$ cat config.mk
export PLATFORM = sky130hd
export DESIGN_NAME = depack_flit_arbiter
export DESIGN_NICKNAME = d
export VERILOG_FILES = /design/src/rtl/depack_pkg.sv /design/src/rtl/rr_pick.sv /design/src/rtl/depack_flit_arbiter.sv
export SDC_FILE = /design/constraint.sdc
export NUM_CORES = 1
export LEC_CHECK = 0
export ABC_AREA = 1
export CORE_MARGIN = 5
export CORE_UTILIZATION = 35
export CTS_CLUSTER_SIZE = 12
export DETAILED_ROUTE_END_ITERATION = 10
export PLACE_DENSITY = 0.79
export SYNTH_ARGS = -nofsm -noshare
export SYNTH_HDL_FRONTEND = slang
export SYNTH_SLANG_ARGS = --single-unit
export TNS_END_PERCENT = 5
$ cat constraint.sdc
create_clock -name clk -period 2.42 [get_ports clk]
set_clock_uncertainty 0.2 [all_clocks]
set_input_delay 0.242 -clock clk [delete_from_list [all_inputs] [get_ports clk]]
set_output_delay 0.242 -clock clk [all_outputs]
set_load 0.005 [all_outputs]
$ cat src/rtl/depack_pkg.sv
// Shared types and constants for the flit arbiter in front of the DePacketizer.
package depack_pkg;

    localparam int FLIT_W = 48;
    localparam int WORD_W = 16;
    localparam logic [WORD_W-1:0] TAIL_MARK = 16'hFFFF;

    typedef struct packed {
        logic [WORD_W-1:0] word0;
        logic [WORD_W-1:0] word1;
        logic [WORD_W-1:0] ctrl;
    } flit_t;

    typedef enum logic {
        IDLE,
        LOCKED
    } arb_state_t;

endpackage

$ cat src/rtl/rr_pick.sv
// Combinational round-robin select: first requester at or after ptr, scanning upward with wrap.
module rr_pick #(
    parameter int NUM_PORTS = 4,
    parameter int PTR_W     = 2
) (
    input  logic [NUM_PORTS-1:0] req,
    input  logic [PTR_W-1:0]     ptr,
    output logic [NUM_PORTS-1:0] gnt
);

    logic [PTR_W:0] w_sum;
    logic           w_found;

    always_comb begin
        gnt     = '0;
        w_found = 1'b0;
        w_sum   = '0;
        for (int k = 0; k < NUM_PORTS; k++) begin
            w_sum = {1'b0, ptr} + (PTR_W+1)'(k);
            if (w_sum >= (PTR_W+1)'(NUM_PORTS)) begin
                w_sum = w_sum - (PTR_W+1)'(NUM_PORTS);
            end
            if (!w_found && req[w_sum[PTR_W-1:0]]) begin
                gnt[w_sum[PTR_W-1:0]] = 1'b1;
                w_found               = 1'b1;
            end
        end
    end

endmodule

$ cat src/rtl/depack_flit_arbiter.sv
// Wormhole round-robin arbiter: locks one port from head to tail and feeds the
// DePacketizer through a single output register, capping packet length.
module depack_flit_arbiter
    import depack_pkg::*;
#(
    parameter int              NUM_PORTS = 4,
    parameter int              MAX_FLITS = 16,
    parameter logic [15:0]     TAIL_MARK = depack_pkg::TAIL_MARK
) (
    input  logic                          clk,
    input  logic                          reset,
    input  logic [FLIT_W*NUM_PORTS-1:0]   in_flit,
    input  logic [NUM_PORTS-1:0]          in_valid,
    output logic [NUM_PORTS-1:0]          in_ready,
    output logic [FLIT_W-1:0]             flitoutde,
    output logic                          de_valid,
    input  logic                          de_ready,
    output logic [NUM_PORTS-1:0]          grant,
    output logic                          busy,
    output logic                          err_overlen
);

    localparam int PTR_W = $clog2(NUM_PORTS);
    localparam int CNT_W = (MAX_FLITS > 1) ? $clog2(MAX_FLITS) : 1;

    arb_state_t            r_state;
    logic [NUM_PORTS-1:0]  r_grant;
    logic [PTR_W-1:0]      r_rr_ptr;
    logic [CNT_W-1:0]      r_flit_cnt;
    logic [FLIT_W-1:0]     r_flitoutde;
    logic                  r_de_valid;
    logic                  r_err;

    arb_state_t            w_state_next;
    logic [NUM_PORTS-1:0]  w_grant_next;
    logic [PTR_W-1:0]      w_rr_next;
    logic [CNT_W-1:0]      w_cnt_next;
    logic [FLIT_W-1:0]     w_flit_next;
    logic                  w_dv_next;
    logic                  w_err_next;

    logic [NUM_PORTS-1:0]  w_pick;
    logic [FLIT_W-1:0]     w_sel_raw;
    flit_t                 w_sel_flit;
    logic [PTR_W-1:0]      w_after_grant;
    logic                  w_can_load;
    logic                  w_accept;
    logic                  w_is_tail;
    logic                  w_cap;

    rr_pick #(
        .NUM_PORTS (NUM_PORTS),
        .PTR_W     (PTR_W)
    ) u_rr_pick (
        .req (in_valid),
        .ptr (r_rr_ptr),
        .gnt (w_pick)
    );

    // Grant is one-hot, so OR-ing the masked lanes is a plain mux.
    always_comb begin
        w_sel_raw     = '0;
        w_after_grant = '0;
        for (int i = 0; i < NUM_PORTS; i++) begin
            if (r_grant[i]) begin
                w_sel_raw     = w_sel_raw | in_flit[i*FLIT_W +: FLIT_W];
                w_after_grant = (i == NUM_PORTS-1) ? '0 : PTR_W'(i + 1);
            end
        end
    end

    assign w_sel_flit = flit_t'(w_sel_raw);
    assign w_can_load = !r_de_valid || de_ready;
    assign in_ready   = (r_state == LOCKED && w_can_load) ? r_grant : '0;
    assign w_accept   = |(in_valid & in_ready);
    assign w_is_tail  = (w_sel_flit.ctrl == TAIL_MARK);
    assign w_cap      = (r_flit_cnt == CNT_W'(MAX_FLITS - 1));

    always_comb begin
        w_state_next = r_state;
        w_grant_next = r_grant;
        w_rr_next    = r_rr_ptr;
        w_cnt_next   = r_flit_cnt;
        w_flit_next  = r_flitoutde;
        w_dv_next    = r_de_valid;
        w_err_next   = r_err;
        case (r_state)
            IDLE: begin
                if (|in_valid) begin
                    w_grant_next = w_pick;
                    w_state_next = LOCKED;
                end
            end
            LOCKED: begin
                if (w_accept) begin
                    w_flit_next = w_sel_flit;
                    w_dv_next   = 1'b1;
                    if (w_is_tail || w_cap) begin
                        w_state_next = IDLE;
                        w_grant_next = '0;
                        w_rr_next    = w_after_grant;
                        w_cnt_next   = '0;
                        if (!w_is_tail) begin
                            w_err_next = 1'b1;
                        end
                    end else begin
                        w_cnt_next = r_flit_cnt + CNT_W'(1);
                    end
                end
            end
            default: w_state_next = IDLE;
        endcase
        if (!w_accept && r_de_valid && de_ready) begin
            w_dv_next = 1'b0;
        end
    end

    always_ff @(posedge clk or negedge reset) begin
        if (!reset) begin
            r_state     <= IDLE;
            r_grant     <= '0;
            r_rr_ptr    <= '0;
            r_flit_cnt  <= '0;
            r_flitoutde <= '0;
            r_de_valid  <= 1'b0;
            r_err       <= 1'b0;
        end else begin
            r_state     <= w_state_next;
            r_grant     <= w_grant_next;
            r_rr_ptr    <= w_rr_next;
            r_flit_cnt  <= w_cnt_next;
            r_flitoutde <= w_flit_next;
            r_de_valid  <= w_dv_next;
            r_err       <= w_err_next;
        end
    end

    assign flitoutde   = r_flitoutde;
    assign de_valid    = r_de_valid;
    assign grant       = r_grant;
    assign busy        = (r_state == LOCKED);
    assign err_overlen = r_err;

endmodule

==> Flow_metrics.wiki <==
{| class="wikitable"
! Metric !! Value
|-
| Maximum number of pins on one net before global-route repair || 100
|-
| Remaining antenna violation count || 0
|-
| Fraction of registers with async set or reset after synthesis || 100%
|-
| Share of layout cells above drive strength 1 || 6.42%
|-
| Classification of the worst-slack hold path || input pin to asynchronous set/reset pin
|-
| Adder and majority cell fraction of the synthesized area || 2.24%
|-
| Final setup margin || 0.123 ns
|-
| Clk pin slew, worst setup/hold paths || 0.07 ns
|-
| Clock latency on the worst-skew pair || 0.34 ns
|-
| Largest area contributor in the netlist || sky130_fd_sc_hd__dfrtp_1
|-
| Period utilisation layout || a little over nine tenths
|-
| Area of all placed cells without fillers || approximately 6800 um2
|-
| EDFF count, synth || 0
|-
| First-pass GRT wire length || between 20 and 25 mm
|-
| Fin Setup TNS || 0 ns
|-
| Worst EP arrival || 1.86 ns
|-
| Post-Syn Instances || 540
|-
| Effective utilization at floorplan || 35.9%
|-
| Number of warnings printed during yosys synthesis || 0
|-
| Root Buffer || sky130_fd_sc_hd__clkbuf_8
|-
| Clock period minus final worst setup slack || approximately 2.3 ns
|-
| XOR/XNOR Fraction of Synth Area || 0%
|-
| Critical Setup Path Class || flop to output port
|-
| Maximum operating frequency || 435 MHz
|-
| Core area || 10900 um2
|-
| Most numerous cell types in the synthesized netlist || 248 x sky130_fd_sc_hd__nand2_1, 61 x sky130_fd_sc_hd__dfrtp_1, 47 x sky130_fd_sc_hd__o21ai_0, 32 x sky130_fd_sc_hd__a221oi_1, 32 x sky130_fd_sc_hd__nor2_1
|-
| Largest family of logic cells by synthesized area || simple AND/OR/NAND/NOR gates
|-
| Internal Dissipation || 4.00 mW
|-
| Nets || 995
|-
| Comb pwr share || 58.6%
|-
| Area fraction in compound gates after synthesis || 19.9%
|-
| Unrepaired setup endpoints after global routing || false
|-
| Clock Sinks || 61
|-
| Final non-filler cell total || 935
|-
| Normalized max-slew margin || 56.1%
|-
| Cell variety after synth || 30
|-
| Final number of setup-violating endpoints || 0
|-
| Final RePlAce weighted congestion || roughly 0.84
|-
| Worst-path fanout max || 20
|-
| Initial drt markers || 275
|-
| CTS tree || done
|-
| Nets in the synthesized netlist || roughly 750
|-
| Share of power burned in the clock network || 13.1%
|-
| H-tree lvl count || 3
|-
| I/O Buffers || 257
|-
| Vias in the first global route || 4734
|-
| Number of design rule violations left after detail routing || 0
|-
| P&R area growth vs syn || 73.7%
|-
| Cell breakdown of the critical path || inv_1 -> nor2_1 -> clkdlybuf4s50_1
|-
| Height of the die || 116 um
|-
| Share of synthesized cell area in and, or, nand and nor gates || 31.4%
|-
| Clock buffer count from CTS || 9
|-
| Worst Path Required || 1.98 ns
|-
| Hold_ws || 0.276 ns
|-
| Die area || 13400 um2
|-
| Worst stage delay on the critical path || 0.66 ns
|-
| Critical path endpoint category || output port
|-
| Fraction of power spent switching nets || 43.4%
|-
| Detail-routed via count per cell || 5.10
|-
| Post-DP HPWL || 12.9 mm
|-
| Placed Cells incl. Taps || 917
|-
| Part of the Yosys area used for sequential elements || 39.1%
|-
| Part of the total power dissipated in sequential elements || 28.3%
|-
| Num ports || around 260
|-
| Power per cell area || 1040 nW/um2
|-
| Number of hold violations in the final report || 0
|-
| Power, Total || a little over 7 mW
|-
| Placed cell area || 6560 um2
|-
| Area share of the largest cell type after synthesis || 39.1%
|-
| Startpoint Class || flop
|-
| Worst Max-Slew Pin Slew || 0.658 ns
|-
| Count of standard-cell rows || 38
|-
| Netlist area before placement || 3900 um2
|-
| Power spent charging and discharging nets || 3.07 mW
|-
| Total wire length || around 17 mm
|-
| Worst reg-to-reg setup slack || 0.21 ns
|-
| Largest vdd supply drop || 0.00127 V
|-
| Antenna violations before repair || 1
|-
| Final design utilization || 62.3%
|-
| Avg Synthesized Cell Area || roughly 7.2 um2
|-
| Post-synthesis sequential element count || 61
|-
| Multi-input combinational cell area || 2110 um2
|-
| First-pass detailed-route iteration total || 5
|-
| Buffer count from post-CTS setup fixing || 0
|-
| Count of pins over their slew limit || 0
|-
| Worst slack at placement || 0.0324 ns
|-
| Average routed wire per standard cell || around 18 um
|-
| Top flip-flop cell by instance count after synthesis || sky130_fd_sc_hd__dfrtp_1
|-
| Max-cap check violation count || 0
|-
| Leakage power || 3.04 nW
|-
| Run status || finished clean
|-
| Area occupied by registers || approximately 1500 um2
|-
| Library cell with the highest instance count after synthesis || sky130_fd_sc_hd__nand2_1
|-
| Cell type of the slowest stage on the worst timing path || sky130_fd_sc_hd__dfrtp_2
|-
| Top area cells in the synthesized netlist || sky130_fd_sc_hd__dfrtp_1 39%, sky130_fd_sc_hd__nand2_1 24%, sky130_fd_sc_hd__a221oi_1 7.2%
|-
| Die X-Extent || 116 um
|-
| Final-layout fill cell count || approximately 1000
|-
| Gr usage total || 23.6%
|-
| Mux contribution to synthesized area || 0.513%
|-
| DR vias || 4765
|-
| CTS max path bufs || 2
|-
| Residual overflow from global routing || 0
|}
-- flip-flops by register name (all words and copies together), names as in the netlist --
name         flops
busy             1
r_flit_cnt       4
flitoutde       48
de_valid         1
r_rr_ptr         2
err_overlen      1
grant            4
-- routing by layer --
metal / track usage (%) / share of wire [%] / up-vias / wire, um
met4: 9.59 / 3.1 / 0 / 509
met5: 0 / 0 / - / 0
met1: 27.0 / 38 / 2205 / 6220
met2: 41.4 / 50 / 217 / 8340
li1: - / - / 2312 / -
met3: 6.68 / 9.0 / 31 / 1500
-- cell type report --
type	count	share of cell area (%)
clock inverter	5	0.867
tap	140	2.58
multi-input combinational	429	31.1
antenna	1	0.0369
clock buffer	11	2.08
sequential	61	22.7
inverter	17	1.01
timing repair buffer	271	39.6
-- cells by family after synthesis --
logic type	after synthesis
AOI/OAI and AO/OA	112
adders and majority gates	7
buffers and inverters	50
DFF	61
muxes	2
and+or+nand+nor	308
-- power by group through the flow --
stage               sequential [mW]  combinational, mW  clock (mW)
CTS                            2.00               4.16       0.947
detailed placement             2.01               4.14           0
global route                   2.07               4.62        1.00
finish                         2.00               4.14       0.925
global placement               1.99               4.00           0
floorplan                      1.79               2.49           0
-- critical path, delay by kind of cell (launching register included) --
kind                   cells  cell delay [ns]
buffers and inverters      2             0.68
flip-flops                 1             0.66
AND/OR/NAND/NOR            1             0.18
-- timing repair --
item,in CTS,in global routing
endpoints found under the hold margin,27,0
setup endpoints to repair,0,49
hold buffers,1,0
resized for setup,0,4
-- cell usage in the layout (no fill, tap or decap), types with 2 or more instances in the layout --
cell type / n
sky130_fd_sc_hd__buf_4: 12
sky130_fd_sc_hd__o21ai_2: 7
sky130_fd_sc_hd__nor2_1: 32
sky130_fd_sc_hd__o21ai_0: 46
sky130_fd_sc_hd__nand3_1: 17
sky130_fd_sc_hd__clkbuf_8: 10
sky130_fd_sc_hd__nand3b_1: 4
sky130_fd_sc_hd__nor2_2: 2
sky130_fd_sc_hd__o21ai_1: 6
sky130_fd_sc_hd__a21oi_1: 2
sky130_fd_sc_hd__a22o_1: 14
sky130_fd_sc_hd__clkdlybuf4s50_1: 256
sky130_fd_sc_hd__o211ai_1: 2
sky130_fd_sc_hd__dfrtp_1: 57
sky130_fd_sc_hd__inv_1: 14
sky130_fd_sc_hd__dfrtp_2: 2
sky130_fd_sc_hd__dfrtp_4: 2
sky130_fd_sc_hd__inv_2: 2
sky130_fd_sc_hd__clkinvlp_4: 2
sky130_fd_sc_hd__nand2_2: 3
sky130_fd_sc_hd__inv_6: 2
sky130_fd_sc_hd__a221oi_1: 32
sky130_fd_sc_hd__ha_1: 7
sky130_fd_sc_hd__nand2_1: 248
sky130_fd_sc_hd__mux2i_1: 2
-- final timing paths --
check | end | depth (start not counted) | from
setup / recovery | in_ready[3] | 3 | grant[3]$_DFFE_PN0P_
hold / removal | flitoutde[0]$_DFFE_PN0P_ | 2 | reset
setup reg to reg | grant[0]$_DFFE_PN0P_ | 12 | grant[0]$_DFFE_PN0P_
hold reg to reg | flitoutde[0]$_DFFE_PN0P_ | 2 | flitoutde[0]$_DFFE_PN0P_
max in group asynchronous | flitoutde[25]$_DFFE_PN0P_ | 3 | reset
min in group clk | flitoutde[0]$_DFFE_PN0P_ | 2 | flitoutde[0]$_DFFE_PN0P_
Note: power is estimated with default switching activity, not from simulation.
